==> config.mk <==
export PLATFORM = sky130hd
export DESIGN_NAME = cmplx_mac_pipe
export DESIGN_NICKNAME = d
export VERILOG_FILES = /design/src/rtl/cmplx_pkg.sv /design/src/rtl/cmplx_mult_stage.sv /design/src/rtl/cmplx_mac_pipe.sv
export SDC_FILE = /design/constraint.sdc
export NUM_CORES = 1
export LEC_CHECK = 0
export ABC_CLOCK_PERIOD_IN_PS = 8000
export BUFFER_PORTS_ARGS = -buffer_cell sky130_fd_sc_hd__clkbuf_2
export CAP_MARGIN = 20
export CELL_PAD_IN_SITES_DETAIL_PLACEMENT = 0
export CELL_PAD_IN_SITES_GLOBAL_PLACEMENT = 1
export CORE_MARGIN = 2
export CORE_UTILIZATION = 50
export DETAILED_ROUTE_END_ITERATION = 6
export GPL_ROUTABILITY_DRIVEN = 0
export GPL_TIMING_DRIVEN = 0
export PLACE_DENSITY_LB_ADDON = 0.1
export REMOVE_ABC_BUFFERS = 1
export SLEW_MARGIN = 30
export SYNTH_ARGS = -nofsm -noshare
export SYNTH_HDL_FRONTEND = slang
export SYNTH_HIERARCHICAL = 1
export SYNTH_SLANG_ARGS = --single-unit
==> constraint.sdc <==
create_clock -name clk -period 8 [get_ports clk]
set_clock_uncertainty 0.05 [all_clocks]
set_input_delay 1.6 -clock clk [delete_from_list [all_inputs] [get_ports clk]]
set_output_delay 1.6 -clock clk [all_outputs]
set_load 0.02 [all_outputs]
==> src/rtl/cmplx_pkg.sv <==
// Shared width rule and complex container type for the complex MAC pipeline and its users.
package cmplx_pkg;

    localparam int CPLX_W = 32;

    // Generic-width complex pair; width-generic RTL declares local structs of the same shape.
    typedef struct packed {
        logic signed [CPLX_W-1:0] re;
        logic signed [CPLX_W-1:0] im;
    } cplx_t;

    function automatic int cmplx_ow(input int dw, input int acc_len);
        return 2 * dw + 1 + $clog2(acc_len);
    endfunction

endpackage

==> src/rtl/cmplx_mult_stage.sv <==
// Stages S1..S3 of the complex MAC: operand register with conjugation, partial products, add/sub.
module cmplx_mult_stage #(
    parameter  int DW = 8,
    localparam int PW = 2 * DW + 1
) (
    input  logic                 clk,
    input  logic                 rst_n,
    input  logic                 i_en,
    input  logic                 i_flush,
    input  logic                 i_vld,
    input  logic signed [DW-1:0] i_ar,
    input  logic signed [DW-1:0] i_ai,
    input  logic signed [DW-1:0] i_br,
    input  logic signed [DW-1:0] i_bi,
    input  logic                 i_conj,
    output logic                 o_vld,
    output logic signed [PW-1:0] o_re,
    output logic signed [PW-1:0] o_im
);

    logic                 r_vld_p1, r_vld_p2, r_vld_p3;
    logic signed [DW-1:0] r_ar_p1, r_ai_p1, r_br_p1;
    logic signed [DW:0]   r_bi_p1;
    logic signed [PW-1:0] r_rr_p2, r_ii_p2, r_ri_p2, r_ir_p2;
    logic signed [PW-1:0] r_re_p3, r_im_p3;
    logic signed [DW:0]   w_bi_ext;

    // One extra bit so negating the most negative b_imag stays exact.
    assign w_bi_ext = (DW+1)'(i_bi);

    always_ff @(posedge clk or negedge rst_n) begin
        if (!rst_n) begin
            r_vld_p1 <= 1'b0;
            r_vld_p2 <= 1'b0;
            r_vld_p3 <= 1'b0;
        end else if (i_flush) begin
            r_vld_p1 <= 1'b0;
            r_vld_p2 <= 1'b0;
            r_vld_p3 <= 1'b0;
        end else if (i_en) begin
            r_vld_p1 <= i_vld;
            r_vld_p2 <= r_vld_p1;
            r_vld_p3 <= r_vld_p2;
        end
    end

    always_ff @(posedge clk) begin
        if (i_en) begin
            // S1: operand capture
            r_ar_p1 <= i_ar;
            r_ai_p1 <= i_ai;
            r_br_p1 <= i_br;
            r_bi_p1 <= i_conj ? -w_bi_ext : w_bi_ext;
            // S2: partial products
            r_rr_p2 <= PW'(r_ar_p1) * PW'(r_br_p1);
            r_ii_p2 <= PW'(r_ai_p1) * PW'(r_bi_p1);
            r_ri_p2 <= PW'(r_ar_p1) * PW'(r_bi_p1);
            r_ir_p2 <= PW'(r_ai_p1) * PW'(r_br_p1);
            // S3: combine
            r_re_p3 <= r_rr_p2 - r_ii_p2;
            r_im_p3 <= r_ri_p2 + r_ir_p2;
        end
    end

    assign o_vld = r_vld_p3;
    assign o_re  = r_re_p3;
    assign o_im  = r_im_p3;

endmodule

==> src/rtl/cmplx_mac_pipe.sv <==
// Pipelined complex multiply-accumulate: ACC_LEN products per result, exact width, valid/ready.
module cmplx_mac_pipe
    import cmplx_pkg::*;
#(
    parameter  int DW      = 8,
    parameter  int ACC_LEN = 1,
    localparam int OW      = cmplx_ow(DW, ACC_LEN)
) (
    input  logic                 clk,
    input  logic                 rst_n,
    input  logic                 in_valid,
    output logic                 in_ready,
    input  logic signed [DW-1:0] a_real,
    input  logic signed [DW-1:0] a_imag,
    input  logic signed [DW-1:0] b_real,
    input  logic signed [DW-1:0] b_imag,
    input  logic                 conj_b,
    input  logic                 clear,
    output logic                 out_valid,
    input  logic                 out_ready,
    output logic signed [OW-1:0] z_real,
    output logic signed [OW-1:0] z_imag
);

    localparam int PW = 2 * DW + 1;
    localparam int CW = (ACC_LEN > 1) ? $clog2(ACC_LEN) : 1;

    typedef struct packed {
        logic signed [OW-1:0] re;
        logic signed [OW-1:0] im;
    } acc_t;

    logic                 w_en, w_accept, w_vld_p3;
    logic signed [PW-1:0] w_re_p3, w_im_p3;
    acc_t                 w_prod, w_sum;
    logic [CW-1:0]        r_cnt;
    acc_t                 r_acc_p4, r_z_p5;
    logic                 r_done_p4, r_vld_p5;

    // A held result that nobody takes freezes the entire pipe.
    assign w_en     = !(r_vld_p5 && !out_ready);
    assign in_ready = w_en && !clear;
    assign w_accept = in_valid && in_ready;

    cmplx_mult_stage #(.DW(DW)) u_mult (
        .clk     (clk),
        .rst_n   (rst_n),
        .i_en    (w_en),
        .i_flush (clear),
        .i_vld   (w_accept),
        .i_ar    (a_real),
        .i_ai    (a_imag),
        .i_br    (b_real),
        .i_bi    (b_imag),
        .i_conj  (conj_b),
        .o_vld   (w_vld_p3),
        .o_re    (w_re_p3),
        .o_im    (w_im_p3)
    );

    always_comb begin
        w_prod.re = OW'(w_re_p3);
        w_prod.im = OW'(w_im_p3);
        w_sum     = w_prod;
        if (r_cnt != '0) begin
            w_sum.re = r_acc_p4.re + w_prod.re;
            w_sum.im = r_acc_p4.im + w_prod.im;
        end
    end

    // S4: accumulate; r_done_p4 marks a completed group waiting for the output register
    always_ff @(posedge clk or negedge rst_n) begin
        if (!rst_n) begin
            r_cnt     <= '0;
            r_acc_p4  <= '0;
            r_done_p4 <= 1'b0;
        end else if (clear) begin
            r_cnt     <= '0;
            r_acc_p4  <= '0;
            r_done_p4 <= 1'b0;
        end else if (w_en) begin
            r_done_p4 <= 1'b0;
            if (w_vld_p3) begin
                r_acc_p4 <= w_sum;
                if (r_cnt == CW'(ACC_LEN - 1)) begin
                    r_cnt     <= '0;
                    r_done_p4 <= 1'b1;
                end else begin
                    r_cnt <= r_cnt + 1'b1;
                end
            end
        end
    end

    // S5: output register
    always_ff @(posedge clk or negedge rst_n) begin
        if (!rst_n) begin
            r_vld_p5 <= 1'b0;
            r_z_p5   <= '0;
        end else if (w_en) begin
            r_vld_p5 <= r_done_p4 && !clear;
            if (r_done_p4 && !clear) begin
                r_z_p5 <= r_acc_p4;
            end
        end
    end

    assign out_valid = r_vld_p5;
    assign z_real    = r_z_p5.re;
    assign z_imag    = r_z_p5.im;

endmodule

==> results by group, run 1 <==
Status
  – Status: completed

Cells and area
  – Diode count: 0
  – Sequential Area: 5820 µm²
  – Post-Layout Inst Area: 20900 µm²
  – # fillers: 3316
  – Finished Layout Cells: 2403
  – Final Util: 0.554
  – Most frequent cells in the layout: inv_1, fa_1, and2_1, ha_1, edfxtp_1
  – Commonest non-fill, non-tap cell in the layout: inv_1
  – Share of post-route cells with drive strength above 1: 0.0877
  – Layout area overhead: 8.73%
  – Multi-input logic area: 11800 µm²
  – Final net count: 2297

Placement
  – Inst Count DP: 2355
  – Worst slack at placement: 2.77 ns
  – Placed cell areas: 20000 µm²
  – Dpl hpwl: 27300 µm
  – Port Buffer Count: 73

Clock tree
  – Clock Root Buffer: clkbuf_16
  – CTS Sinks: 206
  – Post-cts resize count: 0
  – Cts bufs inserted: 26
  – Setup Fix Bufs, Post-CTS: 0
  – H-tree Lvls: 1
  – Clock Path Buffers: 3
  – Post-CTS Hold Buffers: 0
  – Clk Latency, worst-skew pair: 0.58 ns
  – CTS tree: done
  – CTS clk-pin slew, worst paths: 0.07 ns

Global route
  – First-pass GRT wire length: 64200 µm
  – Initial antenna violation count: 0
  – All-Layer GR Usage: 0.196
  – Largest net degree at the start of global routing: 93
  – Vias in the first global route: 12400
  – Global route total overflow: 0

Setup path
  – Cell count of the worst reg-to-reg path: 16
  – Max stage delay on crit path: 0.91 ns
  – Crit-path cells: nand2_1 -> fa_1 -> fa_1 -> inv_1 -> fa_1 -> inv_1 -> fa_1 -> inv_1 -> ha_1 -> nand2_1 -> o21ai_1 -> nor4_1 -> nor3_1 -> or3_1 -> o311a_1 -> xor2_1
  – Worst Setup Start Kind: flip-flop
  – CP Data Arrival Time: 5.52 ns
  – CP Max Fanout: 17
  – Critical register-to-register path startpoint: u_mult/r_ai_p1[2]
  – Slowest-stage cell, CP: edfxtp_1
  – Worst R2R End: u_mult/r_ii_p2[15]
  – Most frequent CP cell: fa_1
  – CP Class: reg2reg
  – WP data required: 8.27 ns
  – CP endpoint kind: flip-flop
  – Reg2Reg Setup Slack: 2.75 ns

Min path
  – Hold WC Path Type: reg2reg
  – Hold path depth: 1
  – Hold EP: z_imag[16]
  – Hold_sp: r_acc_p4[16]

STA
  – Final min period: 5.25 ns
  – Tightest Pin Transition: 0.909 ns
  – Final number of setup-violating endpoints: 0
  – Final Max Slew Viols: 0
  – Setup TNS: 0 ns
  – Final worst path period share: 0.656
  – Final WS setup: 2.75 ns
  – RSZ-0062 raised after global routing: false
  – Max frequency: 0.190 GHz
  – Final hold slack: 0.447 ns
  – Max-slew headroom: 0.394
  – Final-report hold violation count: 0

Detailed routing
  – WL final: 37300 µm
  – Final antenna-violating net count: 0
  – WL per Instance: 15.5 µm
  – Vias: 12200
  – Drt drc: 0
  – Iter 0 DRT Violations: 548
  – Vias per cell: 5.06
  – Drt first pass iters: 5

Power
  – Peak supply drop: 0.000246 V
  – Pwr dens: 363 nW/µm²
  – Total Power: 7.60 mW
  – Static Leak: 9.91 nW

Synth
  – FF+latch count, synth: 206
  – Asr flop ratio synth: 0.354
  – YS warnings: 6
  – Top-area cell type share of the netlist area: 0.243
  – Mapped Area: 19200 µm²
  – Post-synth EDFFs: 133
  – Mapped Cells: 1823
  – Area leader, netlist: fa_1
  – Top cells by area, synth: fa_1, edfxtp_1, ha_1, dfrtp_1, inv_1
  – Post-Syn Area per Cell: 10.6 µm²
  – Post-synth cell types: 68
  – Main synth FF type: edfxtp_1
  – Sequential area share after synthesis: 0.302

Die
  – Total core area: 37800 µm²
  – Initial Util: 0.510
  – DIE AREA: 40100 µm²
  – Die width: 200 µm
  – Site Rows: 71
  – # IOs: 74
  – Chip height: 200 µm

Flow run
  – Max cap viols: 0
-- routing by layer --
layer / wire length (µm) / track usage
met1: 18700 / 0.291
met2: 16400 / 0.308
met3: 1490 / 0.0301
met4: 701 / 0.0360
met5: 0 / 0
-- synthesized netlist by cell type (4+ instances only) --
cell type	instances
a21o_1	9
a21oi_1	87
a31oi_1	5
and2_1	174
and3_1	5
buf_1	5
clkbuf_1	39
dfrtp_1	73
edfxtp_1	133
fa_1	234
ha_1	153
inv_1	362
mux2_2	4
mux2_4	30
mux2i_1	6
nand2_1	97
nand2b_1	13
nand3_1	42
nor2_1	57
nor2b_1	26
nor3_1	12
nor4_1	7
o21a_1	16
o21ai_0	56
o21ai_1	5
o21bai_1	7
o31a_1	4
o31ai_1	4
or3_1	12
xnor2_1	83
xor2_1	10
-- where the power goes --
| group | internal (mW) | leakage [nW] | total, mW | switching [mW] |
|---|---|---|---|---|
| clock network | 0.734 | 0.427 | 1.21 | 0.479 |
| registers | 1.70 | 2.43 | 1.85 | 0.155 |
| logic | 2.05 | 7.05 | 4.54 | 2.49 |
-- registers in the layout (all words and copies together), names as in the netlist, 9 cells and up --
register / count
r_acc_p4: 34
u_mult/o_im: 17
u_mult/o_re: 17
u_mult/r_ii_p2: 17
u_mult/r_ri_p2: 17
z_imag: 17
z_real: 17
u_mult/r_ir_p2: 16
u_mult/r_rr_p2: 16
u_mult/r_bi_p1: 9
-- worst max-delay path by stage --
stage	start	to	slack (ns)	cells past startpoint
2_1_floorplan	u_mult/r_ai_p1[3]	u_mult/r_ir_p2[15]	3.46	17
3_3_place_gp	out_ready	r_acc_p4[33]	1.99	5
3_5_place_dp	u_mult/r_ar_p1[0]	u_mult/r_ri_p2[15]	2.77	16
4_1_cts	u_mult/r_ar_p1[0]	u_mult/r_ri_p2[15]	2.76	16
5_1_grt	u_mult/r_ar_p1[0]	u_mult/r_ri_p2[15]	2.39	16
6_report	u_mult/r_ai_p1[2]	u_mult/r_ii_p2[15]	2.75	16
-- layout make-up --
class | count | area share
repair buffers | 75 | 0.0205
flip-flops and latches | 206 | 0.278
clock buffers | 31 | 0.0325
clock inverters | 17 | 0.00951
inverters | 365 | 0.0658
well taps | 511 | 0.0306
multi-input cells | 1198 | 0.563
-- cell families after synthesis --
group	Yosys count	synth area share
AND/OR/NAND/NOR	457	0.127
multiplexers	40	0.0289
AO/OA/AOI/OAI	221	0.0709
flip-flops	206	0.302
buffers and inverters	419	0.0857
adder cells (fa/ha/maj)	387	0.343
XOR/XNOR	93	0.0423
-- worst max-delay path, delay by kind of cell (launching register included) --
kind / cells / cell delay [ns]
simple gates: 5 / 1.18
xor+xnor: 1 / 0.14
flops: 1 / 0.91
compound gates: 2 / 0.23
fa+ha+maj: 5 / 2.34
buf+inv: 3 / 0.14
(Power assumes the default switching activity.)
==> run 2, diff against run 1 <==
ABC_CLOCK_PERIOD_IN_PS = 5100   (was 8000)
clock period = 5.1 ns   (was 8 ns; I/O delays follow)
==> run 2 against run 1 <==
Sequential power is 52% higher; register-to-register slack worse by 2.6 ns; highest routed layer unchanged; first-iteration DRC count is 8.0% higher; design area is 4.1% higher; wire length is 5.1% higher; flip-flop and latch count stayed put; critical path depth stayed put; final cell count is 4.1% higher; power is 59% higher; clock power is 58% higher.
==> results by group, run 2 (synthesized netlist as in run 1, its figures left out) <==
STA
  – Max frequency: 0.203 GHz (+6.4%)
  – Final worst path period share: 0.968 (+0.311)
  – Max-slew headroom: 0.395 (+0.000832)
  – Final-report hold violation count: 0 (unchanged)
  – Final number of setup-violating endpoints: 0 (unchanged)
  – Setup TNS: 0 ns (unchanged)
  – Tightest Pin Transition: 0.907 ns (-0.00125 ns)
  – Final min period: 4.94 ns (-0.315 ns)
  – Final Max Slew Viols: 0 (unchanged)

Detailed routing
  – Final antenna-violating net count: 0 (unchanged)
  – Drt first pass iters: 5 (unchanged)
  – Iter 0 DRT Violations: 592 (+8.0%)
  – WL per Instance: 15.7 µm (+0.94%)
  – WL final: 39200 µm (+5.1%)
  – Vias per cell: 5.05 (-0.24%)
  – Drt drc: 0 (unchanged)
  – Vias: 12600 (+3.9%)

Placement
  – Port Buffer Count: 73 (unchanged)
  – Inst Count DP: 2355 (unchanged)
  – Dpl hpwl: 27300 µm (unchanged)

Cells and area
  – # fillers: 3258 (-1.7%)
  – Finished Layout Cells: 2502 (+4.1%)
  – Layout area overhead: 13.1%
  – Commonest non-fill, non-tap cell in the layout: inv_1
  – Final net count: 2396 (+4.3%)
  – Most frequent cells in the layout: inv_1, fa_1, and2_1, ha_1, edfxtp_1
  – Largest register by flop count: r_acc_p4
  – Max reg flops: 34 (unchanged)
  – Sequential Area: 5820 µm² (unchanged)
  – Final Util: 0.577 (+0.0225)
  – Diode count: 0 (unchanged)
  – Share of post-route cells with drive strength above 1: 0.137 (+0.0489)
  – Multi-input logic area: 11800 µm² (+0.26%)

Setup path
  – CP Max Fanout: 5 (-12)
  – WP data required: 5.34 ns (-2.93 ns)
  – Worst Setup Start Kind: flip-flop
  – CP endpoint kind: flip-flop
  – CP Class: reg2reg
  – CP Data Arrival Time: 5.18 ns (-0.34 ns)
  – Cell count of the worst reg-to-reg path: 16 (unchanged)

Die
  – Chip height: 200 µm (unchanged)
  – Initial Util: 0.510 (unchanged)
  – Site Rows: 71 (unchanged)
  – # IOs: 74 (unchanged)
  – Die width: 200 µm (unchanged)
  – DIE AREA: 40100 µm² (unchanged)
  – Total core area: 37800 µm² (unchanged)

Global route
  – Largest net degree at the start of global routing: 93 (unchanged)
  – Initial antenna violation count: 0 (unchanged)
  – Vias in the first global route: 12700 (+2.5%)
  – Global route total overflow: 0 (unchanged)
  – First-pass GRT wire length: 66300 µm (+3.4%)
  – All-Layer GR Usage: 0.204 (+0.00823)

Clock tree
  – Clk Latency, worst-skew pair: 0.57 ns (about the same)
  – Post-CTS Hold Buffers: 0 (unchanged)
  – Clock Path Buffers: 3 (unchanged)
  – CTS Sinks: 206 (unchanged)
  – CTS clk-pin slew, worst paths: 0.05 ns (-0.02 ns)
  – H-tree Lvls: 1 (unchanged)
  – Cts bufs inserted: 26 (unchanged)
  – Clock Root Buffer: clkbuf_16
  – CTS tree: done

Power
  – Switching share of power: 0.410 (about the same)
  – P_int: 7.13 mW (+59%)
  – Clock power share: 0.158 (about the same)
  – Pwr dens: 555 nW/µm² (+53%)
  – Total Power: 12.1 mW (+59%)
  – Static Leak: 10.4 nW (+5.1%)
  – Comb pwr share: 0.609 (+0.012)
  – Flop pwr share: 0.233 (-0.011)
  – Peak supply drop: 0.000387 V (+57%)
  – Net Switching: 4.96 mW (+59%)

Status
  – Status: completed

Flow run
  – Max cap viols: 0 (unchanged)

Min path
  – Hold WC Path Type: in2async
run 2: cell types whose count changed in the layout (fill, tap and decap cells not counted), sizes merged:
cell  change
buf      +99
run 2: metal layers:
layer / track usage / vias to the layer above / routed length [µm]
met3: 0.0353 / 47 / 2110
met1: 0.304 / 6180 / 19200
li1: - / 6127 / -
met2: 0.317 / 275 / 17000
met5: 0 / - / 0
met4: 0.0381 / 0 / 906
run 2: what timing repair did:
item | 4_1_cts | 5_1_grt
endpoints found under the setup margin | 7 | 12
buffers inserted | 74 | 25
gates resized for setup | 0 | 9
run 2: worst max-delay path: stages (launching register included):
cell and delay [ns]:
edfxtp_1 0.48, buf_4 0.20, buf_4 0.13, nand2_1 0.15, inv_1 0.09, fa_1 0.49, fa_1 0.52, fa_1 0.49
inv_1 0.05, fa_1 0.47, inv_1 0.04, ha_1 0.33, or3_1 0.35, o21ai_0 0.10, a21oi_2 0.09, and4_1 0.20
or3_1 0.41
run 2: metrics by stage:
step | setup WS (ns) | cell area [µm²] | hold WS, ns
5_1_grt | -0.00746 | 21800 | 0.454
6_report | 0.164 | 21800 | 0.422
2_1_floorplan | 0.558 | 19000 | 0.423
4_1_cts | 0.00991 | 21500 | 0.420
3_3_place_gp | -0.326 | 20000 | 0.431
3_5_place_dp | -0.132 | 20000 | 0.438
run 2: area by class of cell:
cell class                      count  area share
Tap cell                          511      0.0294
Clock inverter                     17     0.00914
Clock buffer                       31      0.0312
Inverter                          365      0.0633
Multi-Input combinational cell   1198       0.542
Timing Repair Buffer              174      0.0573
Sequential cell                   206       0.267
run 2: power groups by stage:
stage / Combinational [mW] / Clock, mW / Sequential, mW
after floorplan: 5.75 / 0 / 2.82
after global placement: 7.01 / 0 / 2.93
after detailed placement: 7.14 / 0 / 2.94
after CTS: 7.33 / 1.96 / 2.85
after global routing: 8.49 / 2.03 / 2.86
final: 7.36 / 1.91 / 2.82
run 2: path summary, 6_finish.rpt:
path	to	startpoint	slack [ns]
worst max-delay path	u_mult/r_rr_p2[14]	u_mult/r_ar_p1[7]	0.16
worst min-delay path	z_imag[15]	rst_n	0.42
worst max register to register	u_mult/r_rr_p2[14]	u_mult/r_ar_p1[7]	0.16
worst min register to register	z_real[6]	r_acc_p4[23]	0.45
max in group asynchronous	u_mult/o_vld	rst_n	4.13
min in group clk	z_real[6]	r_acc_p4[23]	0.45
==> run 3, diff against run 2 <==
ABC_CLOCK_PERIOD_IN_PS = 5190   (was 5100)
clock period = 5.19 ns   (was 5.1 ns; I/O delays follow)
==> run 3 against run 2 <==
Clock power is 2% lower; fmax shrank 0.85%; combinational power shrank 2%; sequential power decreased by 2%; clock-buffer cell count unchanged; via count fell by 1.1%; global-route usage shrank 0.63 points; core utilization decreased by 0.25 points; final cell count is 0.92% lower; highest routed layer unchanged; non-clock buffer count shrank 23; power is 2.2% lower; setup slack better by 0.048 ns.
==> results by group, run 3 (synthesized netlist as in run 1, its figures left out) <==
Setup path
  – Cell count of the worst reg-to-reg path: 16 (unchanged)
  – Crit-path cells: nand2_1 -> fa_1 -> fa_1 -> inv_1 -> fa_1 -> inv_1 -> fa_1 -> inv_1 -> ha_1 -> nand2_1 -> o21ai_1 -> nor4_1 -> a21oi_1 -> a41o_1 -> o41ai_2 -> xnor2_1
  – Critical path depth: 16 (unchanged)
  – CP Max Fanout: 16 (+11)
  – Max stage delay on crit path: 0.71 ns (+0.19 ns)
  – CP Class: reg2reg
  – Worst path buffer plus inverter count: 3 (-2)
  – Worst Setup Start Kind: flip-flop
  – WP data required: 5.45 ns (+0.11 ns)
  – Delay-heaviest family, CP: adder cells
  – Most frequent CP cell: fa_1
  – CP Data Arrival Time: 5.23 ns (+0.05 ns)
  – Slowest-stage cell, CP: edfxtp_1
  – CP endpoint kind: flip-flop

Detailed routing
  – Iter 0 DRT Violations: 582 (-1.7%)
  – WL final: 38200 µm (-2.4%)
  – Drt drc: 0 (unchanged)
  – WL per Instance: 15.4 µm (-1.5%)
  – Vias per cell: 5.04 (-0.19%)
  – Vias: 12500 (-1.1%)
  – Final antenna-violating net count: 0 (unchanged)
  – Drt first pass iters: 5 (unchanged)

STA
  – Final worst path period share: 0.959 (-0.00861)
  – Final number of setup-violating endpoints: 0 (unchanged)
  – Max-slew headroom: 0.394 (-0.00119)
  – Setup TNS: 0 ns (unchanged)
  – Final-report hold violation count: 0 (unchanged)
  – Max frequency: 0.201 GHz (-0.85%)
  – Tightest Pin Transition: 0.909 ns (+0.00179 ns)
  – Final hold slack: 0.440 ns (+0.0178 ns)
  – Final Max Slew Viols: 0 (unchanged)
  – Final min period: 4.98 ns (+0.0424 ns)

Flow run
  – Max cap viols: 0 (unchanged)

Clock tree
  – H-tree Lvls: 1 (unchanged)
  – Post-CTS Hold Buffers: 0 (unchanged)
  – CTS clk-pin slew, worst paths: 0.06 ns (about the same)
  – CTS Sinks: 206 (unchanged)
  – Clock Path Buffers: 3 (unchanged)
  – Cts bufs inserted: 26 (unchanged)
  – Clk Latency, worst-skew pair: 0.58 ns (about the same)
  – Clock Root Buffer: clkbuf_16
  – CTS tree: done

Cells and area
  – Max reg flops: 34 (unchanged)
  – Layout area overhead: 12.7%
  – Share of post-route cells with drive strength above 1: 0.124 (-0.0126)
  – Diode count: 0 (unchanged)
  – Largest register by flop count: r_acc_p4
  – Final net count: 2373 (-0.96%)
  – Commonest non-fill, non-tap cell in the layout: inv_1
  – Most frequent cells in the layout: inv_1, fa_1, and2_1, ha_1, edfxtp_1
  – Post-Layout Inst Area: 21700 µm² (-0.43%)

Global route
  – First-pass GRT wire length: 64700 µm (-2.5%)
  – Vias in the first global route: 12500 (-1.7%)
  – Initial antenna violation count: 0 (unchanged)
  – Global route total overflow: 0 (unchanged)
  – Largest net degree at the start of global routing: 93 (unchanged)
  – All-Layer GR Usage: 0.198 (-0.00635)

Die
  – Total core area: 37800 µm² (unchanged)
  – Site Rows: 71 (unchanged)
  – Die width: 200 µm (unchanged)
  – DIE AREA: 40100 µm² (unchanged)
  – Chip height: 200 µm (unchanged)
  – Initial Util: 0.510 (unchanged)
  – # IOs: 74 (unchanged)

Placement
  – Dpl hpwl: 27300 µm (unchanged)
  – Port Buffer Count: 73 (unchanged)
  – Placed cell areas: 20000 µm² (unchanged)

Min path
  – Hold WC Path Type: in2async

Power
  – Peak supply drop: 0.000380 V (-1.8%)
  – Static Leak: 10.3 nW (-0.73%)
  – Total Power: 11.8 mW (-2.2%)
  – Pwr dens: 545 nW/µm² (-1.8%)

Status
  – Status: completed
[run 3: cell type report]
cell class	instances	area [µm²]
Multi-Input combinational cell	1198	11800
Fill cell	3261	16100
Sequential cell	206	5820
Tap cell	511	639
Inverter	365	1380
Clock buffer	31	679
Timing Repair Buffer	151	1170
Clock inverter	17	199
[run 3: metrics by stage]
step            util  instances  setup slack (ns)
6_report       0.574       2479             0.212
5_1_grt        0.574       2479           -0.0168
4_1_cts        0.558       2418           0.00268
3_5_place_dp   0.531       2355           -0.0418
3_3_place_gp   0.529       2353            -0.254
2_1_floorplan      -       1769             0.648
[run 3: report_power, final]
| group | switching [mW] | internal (mW) | total [mW] |
|---|---|---|---|
| combinational | 3.95 | 3.23 | 7.18 |
| sequential | 0.155 | 2.62 | 2.77 |
| clock | 0.738 | 1.13 | 1.87 |
[run 3: what timing repair did]
item                                    in CTS  in global routing
hold endpoints to repair                     0                  0
pin swaps                                    0                  0
resized for setup                            1                  1
cloned                                       0                  0
endpoints found under the setup margin       3                 12
setup buffers                               15                 61
[run 3: worst paths after layout]
kind / slack [ns] / to / from
worst max register to register: 0.21 / u_mult/r_ir_p2[15] / u_mult/r_br_p1[6]
min in group clk: 0.45 / z_imag[16] / r_acc_p4[16]
worst min-delay path: 0.44 / z_imag[15] / rst_n
worst min register to register: 0.45 / z_imag[16] / r_acc_p4[16]
worst max-delay path: 0.21 / u_mult/r_ir_p2[15] / u_mult/r_br_p1[6]
max in group asynchronous: 4.20 / u_mult/o_vld / rst_n
[run 3: routing by layer]
| metal | global-route usage | up-vias | wire length (µm) |
|---|---|---|---|
| met1 | 0.293 | 6149 | 19000 |
| met3 | 0.0316 | 43 | 1600 |
| met5 | 0 | - | 0 |
| met4 | 0.0344 | 0 | 869 |
| li1 | - | 6080 | - |
| met2 | 0.312 | 217 | 16800 |
